--- config.mk ---
export PLATFORM = sky130hd
export DESIGN_NAME = ex_muldiv_unit
export DESIGN_NICKNAME = d
export VERILOG_FILES = /design/src/rtl/rv32m_pkg.sv /design/src/rtl/div_iter.sv /design/src/rtl/ex_muldiv_unit.sv
export SDC_FILE = /design/constraint.sdc
export NUM_CORES = 2
export LEC_CHECK = 0
export ABC_CLOCK_PERIOD_IN_PS = 7800
export BUFFER_PORTS_ARGS = -buffer_cell sky130_fd_sc_hd__buf_2
export CAP_MARGIN = 10
export CORE_MARGIN = 10
export CORE_UTILIZATION = 40
export CTS_BUF_LIST = sky130_fd_sc_hd__clkbuf_2 sky130_fd_sc_hd__clkbuf_4 sky130_fd_sc_hd__clkbuf_8
export DETAILED_ROUTE_END_ITERATION = 10
export PLACE_DENSITY_LB_ADDON = 0.25
export SLEW_MARGIN = 25
export SYNTH_ARGS = -nofsm -noshare
export SYNTH_HDL_FRONTEND = slang
export SYNTH_SLANG_ARGS = --single-unit
--- constraint.sdc ---
create_clock -name CLK -period 7.8 [get_ports CLK]
set_input_delay 1.56 -clock CLK [delete_from_list [all_inputs] [get_ports CLK]]
set_output_delay 1.56 -clock CLK [all_outputs]
set_load 0.01 [all_outputs]
--- src/rtl/rv32m_pkg.sv ---
// RV32M shared constants: FUNC3 encodings, mul/div FSM states
// and small opcode-class helpers.
package rv32m_pkg;

  localparam logic [2:0] F3_MUL    = 3'd0;
  localparam logic [2:0] F3_MULH   = 3'd1;
  localparam logic [2:0] F3_MULHSU = 3'd2;
  localparam logic [2:0] F3_MULHU  = 3'd3;
  localparam logic [2:0] F3_DIV    = 3'd4;
  localparam logic [2:0] F3_DIVU   = 3'd5;
  localparam logic [2:0] F3_REM    = 3'd6;
  localparam logic [2:0] F3_REMU   = 3'd7;

  typedef enum logic [2:0] {
    ST_IDLE,
    ST_MUL,
    ST_DIV,
    ST_FIX,
    ST_DONE
  } md_state_e;

  function automatic logic is_div(input logic [2:0] f3);
    return (f3 == F3_DIV) || (f3 == F3_DIVU) ||
           (f3 == F3_REM) || (f3 == F3_REMU);
  endfunction

  function automatic logic is_sdiv(input logic [2:0] f3);
    return (f3 == F3_DIV) || (f3 == F3_REM);
  endfunction

endpackage

--- src/rtl/div_iter.sv ---
// Unsigned restoring divider, DIV_RADIX_BITS quotient bits
// per cycle, start/busy/done handshake with abort.
module div_iter #(
  parameter int XLEN           = 32,
  parameter int DIV_RADIX_BITS = 1
) (
  input  logic            clk,
  input  logic            rst_n,
  input  logic            start,
  input  logic            abort,
  input  logic [XLEN-1:0] dividend,
  input  logic [XLEN-1:0] divisor,
  output logic            busy,
  output logic            done,
  output logic [XLEN-1:0] quotient,
  output logic [XLEN-1:0] remainder
);

  localparam int ITER = XLEN / DIV_RADIX_BITS;
  localparam int CW   = $clog2(ITER + 1);

  logic [XLEN-1:0] rem_q, quo_q, dvs_q;
  logic [XLEN-1:0] rem_d, quo_d;
  logic [XLEN:0]   sh, diff;
  logic [CW-1:0]   cnt_q;

  // quo_q doubles as the dividend shift register
  always_comb begin
    rem_d = rem_q;
    quo_d = quo_q;
    sh    = '0;
    diff  = '0;
    for (int i = 0; i < DIV_RADIX_BITS; i++) begin
      sh    = {rem_d, quo_d[XLEN-1]};
      quo_d = {quo_d[XLEN-2:0], 1'b0};
      diff  = sh - {1'b0, dvs_q};
      if (!diff[XLEN]) begin
        rem_d    = diff[XLEN-1:0];
        quo_d[0] = 1'b1;
      end else begin
        rem_d = sh[XLEN-1:0];
      end
    end
  end

  always_ff @(posedge clk) begin
    if (!rst_n) begin
      rem_q <= '0;
      quo_q <= '0;
      dvs_q <= '0;
      cnt_q <= '0;
      busy  <= 1'b0;
      done  <= 1'b0;
    end else begin
      done <= 1'b0;
      if (abort) begin
        busy  <= 1'b0;
        cnt_q <= '0;
      end else if (start) begin
        rem_q <= '0;
        quo_q <= dividend;
        dvs_q <= divisor;
        cnt_q <= CW'(ITER);
        busy  <= 1'b1;
      end else if (busy) begin
        rem_q <= rem_d;
        quo_q <= quo_d;
        cnt_q <= cnt_q - CW'(1);
        if (cnt_q == CW'(1)) begin
          busy <= 1'b0;
          done <= 1'b1;
        end
      end
    end
  end

  assign quotient  = quo_q;
  assign remainder = rem_q;

endmodule

--- src/rtl/ex_muldiv_unit.sv ---
// EX-stage RV32M unit: single-cycle multiply, iterative divide,
// special-case fixups and signed result correction.
import rv32m_pkg::*;

module ex_muldiv_unit #(
  parameter int XLEN           = 32,
  parameter int DIV_RADIX_BITS = 1
) (
  input  logic            CLK,
  input  logic            RESET,
  input  logic            START,
  input  logic [2:0]      FUNC3,
  input  logic [XLEN-1:0] OP1,
  input  logic [XLEN-1:0] OP2,
  input  logic            FLUSH,
  output logic            BUSY,
  output logic            BUSYWAIT,
  output logic            DONE,
  output logic [XLEN-1:0] RESULT
);

  localparam logic [XLEN-1:0] MIN_NEG = {1'b1, {(XLEN-1){1'b0}}};

  md_state_e state_q, state_d;

  logic [2:0]        f3_q;
  logic [XLEN-1:0]   a_q, b_q, result_q;
  logic              accept, sdiv_in, fix_in, div_start;
  logic              div_busy, div_done;
  logic [XLEN-1:0]   abs_a, abs_b, uq, ur;
  logic              a_sgn, b_sgn, sdiv_q, rem_op;
  logic              neg_q, neg_r;
  logic [2*XLEN-1:0] ax, bx, prod;
  logic [XLEN-1:0]   mul_res, div_res, fix_res, res_d;

  assign accept = (state_q == ST_IDLE || state_q == ST_DONE)
                  && START && !FLUSH;

  assign sdiv_in = is_sdiv(FUNC3);
  assign fix_in  = (OP2 == '0) ||
                   (sdiv_in && OP1 == MIN_NEG && OP2 == '1);
  assign div_start = accept && is_div(FUNC3) && !fix_in;

  // divider starts on the accept edge, straight from the operands
  assign abs_a = (sdiv_in && OP1[XLEN-1]) ? -OP1 : OP1;
  assign abs_b = (sdiv_in && OP2[XLEN-1]) ? -OP2 : OP2;

  div_iter #(
    .XLEN           (XLEN),
    .DIV_RADIX_BITS (DIV_RADIX_BITS)
  ) u_div (
    .clk       (CLK),
    .rst_n     (RESET),
    .start     (div_start),
    .abort     (FLUSH),
    .dividend  (abs_a),
    .divisor   (abs_b),
    .busy      (div_busy),
    .done      (div_done),
    .quotient  (uq),
    .remainder (ur)
  );

  always_comb begin
    a_sgn = 1'b0;
    b_sgn = 1'b0;
    unique case (f3_q)
      F3_MULH: begin
        a_sgn = 1'b1;
        b_sgn = 1'b1;
      end
      F3_MULHSU: a_sgn = 1'b1;
      default: ;
    endcase
  end

  // 2*XLEN extension makes the wrapped product exact
  assign ax   = {{XLEN{a_sgn & a_q[XLEN-1]}}, a_q};
  assign bx   = {{XLEN{b_sgn & b_q[XLEN-1]}}, b_q};
  assign prod = ax * bx;

  assign mul_res = (f3_q == F3_MUL) ? prod[XLEN-1:0]
                                    : prod[2*XLEN-1:XLEN];

  assign sdiv_q = is_sdiv(f3_q);
  assign rem_op = (f3_q == F3_REM) || (f3_q == F3_REMU);
  assign neg_q  = sdiv_q && (a_q[XLEN-1] ^ b_q[XLEN-1]);
  assign neg_r  = sdiv_q && a_q[XLEN-1];

  assign div_res = rem_op ? (neg_r ? -ur : ur)
                          : (neg_q ? -uq : uq);

  assign fix_res = (b_q == '0) ? (rem_op ? a_q : '1)
                               : (rem_op ? '0 : a_q);

  always_comb begin
    res_d = div_res;
    unique case (1'b1)
      (state_q == ST_MUL): res_d = mul_res;
      (state_q == ST_FIX): res_d = fix_res;
      default: ;
    endcase
  end

  always_comb begin
    state_d = state_q;
    unique case (state_q)
      ST_IDLE, ST_DONE: begin
        if (!accept)               state_d = ST_IDLE;
        else if (!is_div(FUNC3))   state_d = ST_MUL;
        else if (fix_in)           state_d = ST_FIX;
        else                       state_d = ST_DIV;
      end
      ST_MUL, ST_FIX: state_d = ST_DONE;
      ST_DIV: begin
        if (div_done)       state_d = ST_DONE;
        else if (!div_busy) state_d = ST_IDLE;
      end
      default: state_d = ST_IDLE;
    endcase
    if (FLUSH) state_d = ST_IDLE;
  end

  always_ff @(posedge CLK) begin
    if (!RESET) begin
      state_q  <= ST_IDLE;
      f3_q     <= '0;
      a_q      <= '0;
      b_q      <= '0;
      result_q <= '0;
    end else begin
      state_q <= state_d;
      if (accept) begin
        f3_q <= FUNC3;
        a_q  <= OP1;
        b_q  <= OP2;
      end
      if (state_d == ST_DONE) result_q <= res_d;
    end
  end

  assign BUSY = (state_q == ST_MUL) || (state_q == ST_DIV) ||
                (state_q == ST_FIX);
  assign DONE     = (state_q == ST_DONE);
  assign BUSYWAIT = RESET && (START || BUSY) && !DONE;
  assign RESULT   = result_q;

endmodule

# [After elaboration in Yosys (flattened, before gate mapping)]
# Cells that the tools add are included.
[classes] add_sub_neg=6 multipliers=1 div_mod_pow=0 order_cmp=0 n_eq_ne=17 shifts=0 mux=31 bitwise=6 reduce_logical=39
[ops] operator="$mux W32" n=14
[ops] operator="$neg A32 Y32" n=4
[ops] operator="$eq A32 B32 Y1 const B" n=2
[ops] operator="$logic_not A32 Y1" n=2
[ops] operator="$mul A33 B33 Y64" n=1
[ops] operator="$pmux W32 S2" n=1
[ops] operator="$sub A33 B32 Y33" n=1
[ops] operator="$eq A3 B3 Y1 const B" n=9
[ops] operator="$logic_and A1 B1 Y1" n=12
[ops] operator="$mux W6" n=2
[ops] operator="$logic_or A1 B1 Y1" n=11
[ops] operator="$eq A3 B2 Y1 const B" n=3
[ops] operator="$mux W3" n=3
[ops] operator="$pmux W3 S3" n=1
[ops] operator="$mux W1" n=8
[ops] operator="$reduce_or A2 Y1" n=4
[ops] operator="$eq A3 B1 Y1 const B" n=2
[ops] operator="$eq A6 B1 Y1 const B" n=1
[ops] operator="$logic_not A3 Y1" n=2
[ops] operator="$sub A6 B1 Y6 const B" n=1
[ops] operator="$mux W2" n=2
[ops] operator="$reduce_and A2 Y1" n=2
[ops] operator="$reduce_or A4 Y1" n=1
[ops] operator="$logic_not A1 Y1" n=3
[ops] operator="other kinds (5)" n=8
[totals] ff_bits=206 latchBits=0 ramBits=0 rom_bits=0 input_bits=71 out_inout_bits=35 wordCells=112 n_memories=0

# [Logic depth before layout (Yosys ltp)]
[logic_depth] depth_word=11 mapped_depth=32 mapped_depth_nobuf=29

# [By module]
# A second synthesis with hierarchy kept.
[unflattened] cells_unflattened=6066 hier_area_um2=51460.6
[by_module_without_submodules] mod="ex_muldiv_unit" n_inst=1 cells_per_inst=5332 area_per_inst_um2=45428.6 seq_area_each_um2=2042.0
[by_module_without_submodules] mod="div_iter" n_inst=1 cells_per_inst=734 area_per_inst_um2=6032.0 seq_area_each_um2=2082.0

# [Least setup slack after synthesis]
# No wires, ideal clock.
[synth_timing] kind="reg-to-reg" start="register f3_q[1]" end="register result_q[29], in the netlist RESULT[29]" setup_time_ps=122 arrival_time_ps=8233 required_ps=7678 path_slack_ps=-555 stages_incl_launch_ff=30 n_path_buf=2 period_less_slack_ps=8355 path_cell_list="dfxtp_1 -> clkbuf_1 -> xnor2_1 -> nor3b_1 -> clkbuf_1 -> nand2_1 -> fa_1 -> fa_1 -> inv_1 -> fa_1 -> inv_1 -> fa_1 -> inv_1 -> fa_1 -> fa_1 -> fa_1 -> inv_1 -> fa_1 -> inv_1 -> ha_1 -> a211oi_1 -> nand2_1 -> a211o_1 -> a31oi_1 -> or3_1 -> a311oi_2 -> a21oi_1 -> xnor2_1 -> a221oi_1 -> nor2_1"
[synth_between] elab_chain_cells=7 word_cells_on_any_way=24 classes_between="mul (1); eq/ne (5); mux (10); bitwise (2); reduce/logical (6)"
[synth_lines] element="start, declared" line_no="ex_muldiv_unit.sv:26" source="logic [2:0] f3_q;"
[synth_lines] element="start signal, assigned" line_no="ex_muldiv_unit.sv:127" source="f3_q <= '0;"
[synth_lines] element="start signal, assigned" line_no="ex_muldiv_unit.sv:134" source="f3_q <= FUNC3;"
[synth_lines] element="$eq A3 B1 Y1 or $eq A3 B2 Y1 (tied branches)" line_no="ex_muldiv_unit.sv:67" source="unique case (f3_q)"
[synth_lines] element="$reduce_or A2 Y1 (no source line)"
[synth_lines] element="$mux W1" line_no="ex_muldiv_unit.sv:67"
[synth_lines] element="$and A1 B1 Y1" line_no="ex_muldiv_unit.sv:78" source="assign ax = {{XLEN{a_sgn & a_q[XLEN-1]}}, a_q};"
[synth_lines] element="$mul A33 B33 Y64" line_no="ex_muldiv_unit.sv:80" source="assign prod = ax * bx;"
[synth_lines] element="$mux W32" line_no="ex_muldiv_unit.sv:82" source="assign mul_res = (f3_q == F3_MUL) ? prod[XLEN-1:0]"
[synth_lines] element="$pmux W32 S2 (*)" line_no="ex_muldiv_unit.sv:98" source="unique case (1'b1)"
[synth_lines] element="end signal, assigned" line_no="ex_muldiv_unit.sv:138" source="if (state_d == ST_DONE) result_q <= res_d;"
[synth_lines] element="end, declared" line_no="ex_muldiv_unit.sv:27" source="logic [XLEN-1:0] a_q, b_q, result_q;"
# Every way passes the cells marked *; elsewhere a longest branch is shown, timed or not.
# A chain may end at the register's enable or synchronous reset.

# [Final worst setup path]
[layout_timing] start="register f3_q[0]" end="register result_q[31], in the netlist RESULT[31]"
# Same word-level chain as after synthesis.

==> metrics.md <==
| Metric | Value |
|---|---|
| Final Hold Vio Count | 0 |
| Initial antenna violation count | 4 |
| Critical-path top delay cell | fa_2 |
| Post-Syn Area | 51600 sq um |
| Num Clock Sinks | roughly 210 |
| First-pass GRT wire length | 255 mm |
| Die X | 379 um |
| Drt via density | 5.24 |
| Min Tclk post-route | 7.83 ns |
| Finish-stage setup viols | 3 |
| Clock root buffer | clkbuf_8 |
| Final non-filler cell total | 7946 |
| Met3 track demand over resource | 0.0210 |
| CTS Buffer Depth | 3 |
| Overall Global Routing Usage | 0.226 |
| Worst slew pin tran | approximately 1.0 ns |
| Grt ovf | 0 |
| DRC violations left | 0 |
| Hold WC Path Type | register to register |
| Critical path's most frequent cell | fa_1 |
| Drt total wl | between 150 and 200 mm |
| Post-synth EDFFs | 0 |
| Final slew viol count | 0 |
| RSZ-0062 raised after global routing | yes |
| Reg power frac | 0.279 |
| Most frequent cells in the layout | inv_1 (1239), fa_1 (1117), nand2_1 (1108) |
| First-pass DRT Iterations | 5 |
| Yosys warnings | 0 |
| Sw power | ~1.6 mW |
| ANT nets after route | 0 |
| Fill cells | about 13000 |
| Max cap viols | 0 |
| Share of cells above drive strength 1 | 0.114 |
| GR peak layer | met2 |
| First DRT Iteration DRCs | 2837 |
| P_leak | 26.5 nW |
| Yosys top cell area share | 0.437 |
| Post-Syn Instances | 6099 |
| M1 GR Usage | 0.306 |
| Largest net degree at the start of global routing | 70 |
| Grt met2 use | 0.387 |
| CP Class | register to register |
| TritonCTS clock tree | done |
| Maximum vdd drop | 0.136 mV |
| CP Max Fanout | 13 |
| Placed instance area | 56500 sq um |
| Power per cell area | 70.1 nW/um^2 |
| Crit path required time | 8.31 ns |
| Worst Setup End Kind | register |
| Setup ws final | -0.0344 ns |
| Worst path max stage delay | 0.63 ns |
| Final instance area | just under 60000 sq um |
| Clk Latency, worst-skew pair | 0.58 ns |
| Relative slew slack | 0.299 |
| Placed Cells incl. Taps | 7867 |
| Fin crit share | 1.00 |
| Vias post-DR | 41600 |
| Commonest non-fill, non-tap cell in the layout | inv_1 |
| Post-synth top area cell | fa_1 |
| Row cnt | 131 |
| Mapped Nets | 7548 |
| Status | complete, but fails checks |
| Worst path arrival time | ~8.4 ns |
| Total die area | 144000 sq um |
| Violated checks | negative setup slack |
| Async SR Flop Fraction | 0 |
| Number of global-route vias before repair | 44400 |
| Top achievable clock speed | 0.128 GHz |
| I/O pins | 106 |
| Synth area leaders | fa_1 (44%), inv_1 (9.1%), nand2_1 (8.1%) |
| Yosys cell types | 86 |
| P&R area growth vs syn | 12.3% |
| Clock skew | 0.0306 ns |
| DPL Wire Length | 131 mm |
| Pint | 2.45 mW |
| Die height | 379 um |
| Clk slew on worst S/H paths | 0.06 ns |
| Routability Congestion | 0.946 |
| Layout net count | 7702 |
| CTS Buf Count | 40 |
| Hold Path Depth | 2 |
| Drt wl/cell | 20.1 um |
| Yosys reg bits | 206 |
| Core area | 128000 sq um |
| Sequential cell area fraction in the yosys report | 0.0800 |
| R2R cell count | 30 |
| Number of buffers added on ports | 105 |
| Setup crit start kind | register |
| Clock power share | 0.300 |
| Gate power share | 0.421 |
| Switching Share | 0.397 |
| Syn_area_per_cell | between 8 and 9 sq um |
| Most used DFF post-synth | dfxtp_1 |
| Initial Util | 0.403 |
| H-tree levels | 2 |
## logic make-up after synthesis
kind of cell | synth area share
buf+inv | 0.120
compound gates | 0.0908
flops | 0.0800
fa+ha+maj | 0.498
simple gates | 0.168
mux | 0.00624
xor+xnor | 0.0365
## sequential cells by signal, indices dropped and copies added, names as in the netlist
| signal | flops |
|---|---|
| u_div.remainder | 32 |
| f3_q | 3 |
| state_q | 3 |
| b_q | 32 |
| u_div.quotient | 32 |
| u_div.dvs_q | 32 |
| a_q | 32 |
| u_div.done | 1 |
| u_div.cnt_q | 6 |
| u_div.busy | 1 |
| RESULT | 32 |
## through the flow
step	utilization	setup TNS [ns]	worst slack (ns)	hold slack (ns)	power, mW
final	0.453	-0.0769	-0.0344	0.457	4.06
after global routing	0.453	-4.83	-0.378	0.479	4.28
after CTS	0.451	-0.0731	-0.0223	0.454	4.05
after detailed placement	0.442	-1.91	-0.216	0.446	2.82
after global placement	0.442	-1.04	-0.113	0.443	2.81
after floorplan	-	-0.132	-0.111	0.432	2.12
## cell type report
type,count,area (sq um),area share
antenna,3,7.51,0.000130
clock inverter,8,95.1,0.00164
multi-input combinational,4262,41800,0.722
inverter,1247,4690,0.0810
timing repair buffer,496,4350,0.0751
tap,1662,2080,0.0359
sequential,206,4130,0.0713
clock buffer,62,772,0.0133
## synthesized netlist by cell type, types with 11 or more instances
cell / count
xor2_1: 79
a21o_1: 46
nand3_1: 37
or3_1: 17
mux2i_1: 31
nor4_1: 24
nor2b_1: 19
nand2_1: 1114
or2_2: 11
fa_1: 1126
nand4_1: 27
xnor2_1: 136
o21bai_1: 17
a31oi_1: 23
ha_1: 252
o2111ai_1: 13
and3_1: 18
o31ai_1: 21
a211oi_1: 49
a311oi_2: 11
a21oi_1: 230
and2_1: 321
o211ai_1: 32
nor3_1: 51
nor2_1: 206
o21ai_0: 164
dfxtp_1: 206
inv_1: 1246
nand2b_1: 20
a311oi_1: 21
clkbuf_1: 353
## routing by layer
| metal | up-vias | part of all wire |
|---|---|---|
| li1 | 18700 | - |
| met1 | 21500 | 0.43 |
| met2 | 1132 | 0.49 |
| met3 | 212 | 0.054 |
| met4 | 2 | 0.028 |
| met5 | - | 0.000081 |
## power groups by stage
stage / logic (mW) / registers, mW / clock network [mW]
2_1_floorplan: 0.990 / 1.13 / 0
3_3_place_gp: 1.66 / 1.15 / 0
3_5_place_dp: 1.67 / 1.15 / 0
4_1_cts: 1.70 / 1.13 / 1.23
5_1_grt: 1.88 / 1.13 / 1.27
6_report: 1.71 / 1.13 / 1.22
## path summary, 6_finish.rpt
kind | startpoint | to | slack (ns)
max reg2reg | f3_q[0]$_SDFFE_PN0P_ | RESULT[31]$_SDFFE_PN0N_ | -0.03
min reg2reg | u_div.dvs_q[22]$_SDFFE_PN0P_ | u_div.dvs_q[22]$_SDFFE_PN0P_ | 0.46
max | f3_q[0]$_SDFFE_PN0P_ | RESULT[31]$_SDFFE_PN0N_ | -0.03
min | u_div.dvs_q[22]$_SDFFE_PN0P_ | u_div.dvs_q[22]$_SDFFE_PN0P_ | 0.46
## critical path: cells and delay by family (launching register included)
kind	cells	cell delay [ns]
xor+xnor	2	0.35
fa+ha+maj	9	4.38
simple gates	6	0.97
flops	1	0.33
compound gates	4	0.70
buf+inv	9	1.01
## repair_timing
action,in CTS,in global routing
pin swaps,3,8
setup buffers,1,5
hold buffers,0,0
setup endpoints to repair,20,27
resized for setup,50,57
(Power assumes the default switching activity.)
